### src/rtl/fir_sequencer.sv
// fir_sequencer: control FSM for one FIR filter channel.
// Sequences coefficient-load passes and per-sample MAC passes, latches the
// filter configuration and paces the decimation/interpolation output cadence.
module fir_sequencer #(
    parameter int FS_WIDTH    = 6,
    parameter int PHASE_WIDTH = 3
) (
    input  logic                clk,
    input  logic                rst,
    input  logic                start_init,
    input  logic [FS_WIDTH-1:0] cfg_filter_size,
    input  logic [1:0]          cfg_dec_level,
    input  logic                cfg_downsample,
    input  logic                coeff_valid,
    input  logic                in_valid,
    output logic                in_ready,
    output logic                out_valid,
    input  logic                out_ready,
    input  logic                last_coeff,
    output logic [FS_WIDTH-1:0] filter_size,
    output logic [1:0]          cur_dec_level,
    output logic                downsample,
    output logic                reset_counter,
    output logic                incr_addr,
    output logic                init_in_progress,
    output logic                coeff_we,
    output logic                acc_clear,
    output logic                acc_en,
    output logic                busy,
    output logic                init_done
);

    typedef enum logic [2:0] {
        IDLE,
        INIT,
        READY,
        MAC,
        OUT
    } state_t;

    state_t                 state_q, state_d;
    logic [PHASE_WIDTH-1:0] phase_q, phase_d;
    logic [FS_WIDTH-1:0]    filterSize_q, filterSize_d;
    logic [1:0]             decLevel_q, decLevel_d;
    logic                   downsample_q, downsample_d;
    logic                   initDone_q, initDone_d;
    logic [PHASE_WIDTH-1:0] phaseMask;

    // Phase wraps at 2^L, so the last phase of a decimation group equals this mask
    always_comb begin
        phaseMask = PHASE_WIDTH'((32'd1 << decLevel_q) - 32'd1);
    end

    // State, phase, latched configuration and init-complete flag
    always_ff @(posedge clk or posedge rst) begin
        if (rst) begin
            state_q      <= IDLE;
            phase_q      <= '0;
            filterSize_q <= '0;
            decLevel_q   <= '0;
            downsample_q <= 1'b0;
            initDone_q   <= 1'b0;
        end else begin
            state_q      <= state_d;
            phase_q      <= phase_d;
            filterSize_q <= filterSize_d;
            decLevel_q   <= decLevel_d;
            downsample_q <= downsample_d;
            initDone_q   <= initDone_d;
        end
    end

    // Next-state logic and per-state strobes to the address generator and MAC
    always_comb begin
        state_d          = state_q;
        phase_d          = phase_q;
        filterSize_d     = filterSize_q;
        decLevel_d       = decLevel_q;
        downsample_d     = downsample_q;
        initDone_d       = initDone_q;
        in_ready         = 1'b0;
        out_valid        = 1'b0;
        reset_counter    = 1'b0;
        incr_addr        = 1'b0;
        init_in_progress = 1'b0;
        coeff_we         = 1'b0;
        acc_clear        = 1'b0;
        acc_en           = 1'b0;

        case (state_q)
            IDLE: begin
                // Hold the address counter cleared, but keep every strobe low while reset is applied
                reset_counter = ~rst;
                if (start_init && (cfg_filter_size != '0)) begin
                    filterSize_d = cfg_filter_size;
                    decLevel_d   = cfg_dec_level;
                    downsample_d = cfg_downsample;
                    initDone_d   = 1'b0;
                    state_d      = INIT;
                end
            end
            INIT: begin
                init_in_progress = 1'b1;
                if (coeff_valid) begin
                    coeff_we  = 1'b1;
                    incr_addr = 1'b1;
                    if (last_coeff) begin
                        initDone_d    = 1'b1;
                        reset_counter = 1'b1;
                        phase_d       = '0;
                        state_d       = READY;
                    end
                end
            end
            READY: begin
                in_ready = 1'b1;
                if (in_valid) begin
                    acc_clear     = 1'b1;
                    reset_counter = 1'b1;
                    state_d       = MAC;
                end else if (start_init) begin
                    state_d = IDLE;
                end
            end
            MAC: begin
                incr_addr = 1'b1;
                acc_en    = 1'b1;
                if (last_coeff) begin
                    phase_d = (phase_q + 1'b1) & phaseMask;
                    if (!downsample_q || (phase_q == phaseMask)) begin
                        state_d = OUT;
                    end else begin
                        state_d = READY;
                    end
                end
            end
            OUT: begin
                out_valid = 1'b1;
                if (out_ready) begin
                    state_d = READY;
                end
            end
            default: begin
                state_d = IDLE;
            end
        endcase
    end

    assign busy          = (state_q != IDLE) && (state_q != READY);
    assign init_done     = initDone_q;
    assign filter_size   = filterSize_q;
    assign cur_dec_level = decLevel_q;
    assign downsample    = downsample_q;

endmodule

### config.mk
export PLATFORM = sky130hd
export DESIGN_NAME = fir_sequencer
export DESIGN_NICKNAME = d
export VERILOG_FILES = /design/src/rtl/fir_sequencer.sv
export SDC_FILE = /design/constraint.sdc
export NUM_CORES = 1
export LEC_CHECK = 0
export CAP_MARGIN = 20
export CELL_PAD_IN_SITES_DETAIL_PLACEMENT = 1
export CELL_PAD_IN_SITES_GLOBAL_PLACEMENT = 2
export CORE_MARGIN = 2
export CORE_UTILIZATION = 23
export CTS_CLUSTER_SIZE = 25
export DETAILED_ROUTE_END_ITERATION = 10
export GPL_TIMING_DRIVEN = 0
export PLACE_DENSITY_LB_ADDON = 0.25
export SYNTH_ARGS = -nofsm -noshare
export SYNTH_HDL_FRONTEND = slang
export SYNTH_SLANG_ARGS = --single-unit
export TNS_END_PERCENT = 1
### constraint.sdc
create_clock -name clk -period 1.6 [get_ports clk]
set_input_delay 0.32 -clock clk [delete_from_list [all_inputs] [get_ports clk]]
set_output_delay 0.32 -clock clk [all_outputs]
set_load 0.03 [all_outputs]
==> reports/metrics.cfg <==
[route]
vias=824
drt_wl_total_um=2701
initialDrtViolationCount=11
avgRoutedWirePerCell_um=14.84
vias_per_cell=4.527
drt_first_pass_iters=4
drcViolationCount=0
ant_nets=0

[timing]
relSlewSlack_pct=56.04
max_freq_mhz=579.7
setup_viol=9
hold_violations=0
skew_ns=0.001581
slew_viol_final=0
worst_slew_pin_slew_ns=0.6586
fin_ws_ns=-0.1249
fin_crit_sh_pct=107.8
rsz0062_at_grt=true
post-route-min-period_ns=1.725

[clock_tree]
cts_buffers=3
clock-root-buffer=clkbuf_8
cts-htree-levels=1
clkTransAtPathRegs_ns=0.07
clock_latency_ns=0.25
cts_tree=yes
cts.sinks=16
cts_hold_buf=0
clock_path_buffers=2

[synthesis]
synth_area_leaders=dfrtp_1 (44%), mux2_4 (15%), nand2_1 (3.7%), nor2_1 (3.7%), ha_1 (2.8%)
synth_area_leader_cell=dfrtp_1
synthMostInstantiatedCell=dfrtp_1
synth_common_cells=dfrtp_1 (16), mux2_4 (9), nand2_1 (9), nor2_1 (9), inv_1 (5)
async_flop_share_pct=100.0
syn_area_per_cell_um2=10.64
syn-cell-area_um2=904.6
synth.distinct_cells=31
syn_nets=103
synth_seq_cells=16
synth_cells=85
synth_edf_count=0
synth_top_area_share_pct=44.26
synth_ff_type=dfrtp_1
ys_seq_area_share_pct=44.26
yosysWarnings=0

[die]
fp.dieW_um=66.72
core_area_um2=3716
initial_core_util_pct=24.34
fp.dieArea_um2=4451
die_y_um=66.72
rows=22
io_pins=35

[pwr]
p_sw_share_pct=44.78
power_w=0.003012
pwr_density_cell_nw_per_um2=2044
leakage_nw=0.6725
clkPwrFrac_pct=12.2
peakVddDrop_mv=0.7181
seq_power_share_pct=25.0
p_int_w=0.001663
power_frac_comb_pct=62.9
switchingPower_w=0.001349

[placed_design]
dp_hpwl_um=1874
pre_cts_ws_ns=-0.6970
io_buffers=34
place_congestion=0.7180

[cells_and_area]
drive_gt1_share_pct=39.55
diodes=0
final_core_util_pct=39.66
num-fill-cells=440
fin_nets=153
area.growth.synth_to_final_pct=62.93

[outcome]
violations=negative setup slack
outcome=complete, but fails checks

[worst_setup_path]
worst_setup_path_start_kind=input port
critical-path-max-stage-delay_ns=0.49
path_cells=clkdlybuf4s50_1 -> nor2_1 -> a211oi_1 -> a211oi_2 -> buf_4
arrival_ns=1.40
end_kind=output port
cp_slowest_cell=clkdlybuf4s50_1
cp_max_fo=2
crit_required_ns=1.28
critPathKind=in -> out

[global_routing]
gr-total-overflow=0
grt_max_degree=17
grt_pass1_wl_um=4436
track_usage_pct=13.26
grt_pass1_vias=901
antenna_found_initial=0

[hold_path]
hp-class=in -> reg

[job]
cap_viol_max_count=0

-- per-stage QoR --
| step | area (µm²) | cells | hold WS, ns | setup TNS [ns] |
|---|---|---|---|---|
| 2_1_floorplan | 919.6 | 85 | 0.2337 | -1.468 |
| 3_3_place_gp | 1320 | 167 | 0.4999 | -9.281 |
| 3_5_place_dp | 1320 | 167 | 0.5003 | -9.582 |
| 4_1_cts | 1399 | 175 | 0.2913 | -0.7954 |
| 5_1_grt | 1474 | 182 | 0.2920 | -1.142 |
| 6_report | 1474 | 182 | 0.2952 | -0.3732 |
-- state kept, by name (all words and copies together), names as in the netlist --
name	flops
cur_dec_level	2
downsample	1
filter_size	6
init_done	1
phase_q	3
state_q	3
-- cell families (layout without fill, tap and decap cells) --
group | after synthesis | in the layout | synth area share, %
AO/OA/AOI/OAI | 16 | 16 | 14.25
XOR/XNOR | 1 | 1 | 0.9684
AND/OR/NAND/NOR | 34 | 35 | 19.64
flip-flops | 16 | 16 | 44.26
multiplexers | 9 | 9 | 14.94
buffers and inverters | 7 | 55 | 3.181
adder cells (fa/ha/maj) | 2 | 2 | 2.766
-- power by group through the flow --
stage                     sequential [W]  combinational, W  clock [W]
final                           0.000752           0.00189   0.000366
after global routing            0.000786           0.00204   0.000398
after CTS                       0.000764           0.00176   0.000378
after detailed placement        0.000727           0.00181          0
after global placement          0.000724           0.00179          0
after floorplan                 0.000958          0.000916          0
-- worst max-delay path, delay by kind of cell --
family	cells	cell delay, ns
buffers and inverters	2	0.67
AOI/OAI and AO/OA	2	0.36
and+or+nand+nor	1	0.05
-- per-layer routing --
metal / part of all wire [%] / track usage [%]
met5: 0 / 0
met4: 0 / 3.061
met2: 49 / 21.50
met1: 46 / 18.39
met3: 5.1 / 2.196
-- path summary, 6_finish.rpt --
path                       cells after the start              to  slack (ns)               start
setup / recovery                               5   reset_counter       -0.12                 rst
hold / removal                                 2  filter_size[3]        0.30  cfg_filter_size[3]
setup reg to reg                               3  filter_size[0]       -0.02          state_q[2]
hold reg to reg                                2       init_done        0.51           init_done
max in group asynchronous                      2      state_q[0]        0.63                 rst
min in group asynchronous                      2      phase_q[2]        0.51                 rst
-- layout by cell type (no fill, tap or decap), types with 2 or more instances in the layout --
master	count
nor2_4	2
inv_1	4
clkbuf_8	4
nand2_1	9
dfrtp_1	14
nand3b_1	2
nor3_4	2
nor3_1	2
nand2b_1	2
buf_6	5
dfrtp_2	2
ha_1	2
o21ai_0	4
nor2_1	7
buf_2	5
mux2_4	9
dlygate4sd2_1	10
clkdlybuf4s50_1	10
buf_4	13
-- layout make-up --
cell class / count / area [µm²] / area share [%]
clock buffers: 4 / 55.05 / 3.735
plain buffers: 1 / 11.26 / 0.7640
repair buffers: 45 / 389.1 / 26.40
well taps: 48 / 60.06 / 4.075
flip-flops and latches: 16 / 402.9 / 27.33
multi-input cells: 63 / 533.0 / 36.16
inverters: 5 / 22.52 / 1.528
-- what timing repair did --
action / CTS / global route
cloned: 1 / 0
buffers inserted: 4 / 7
pin swaps: 5 / 3
gates resized for setup: 84 / 5
setup endpoints to repair: 29 / 19
(Power assumes the default switching activity.)
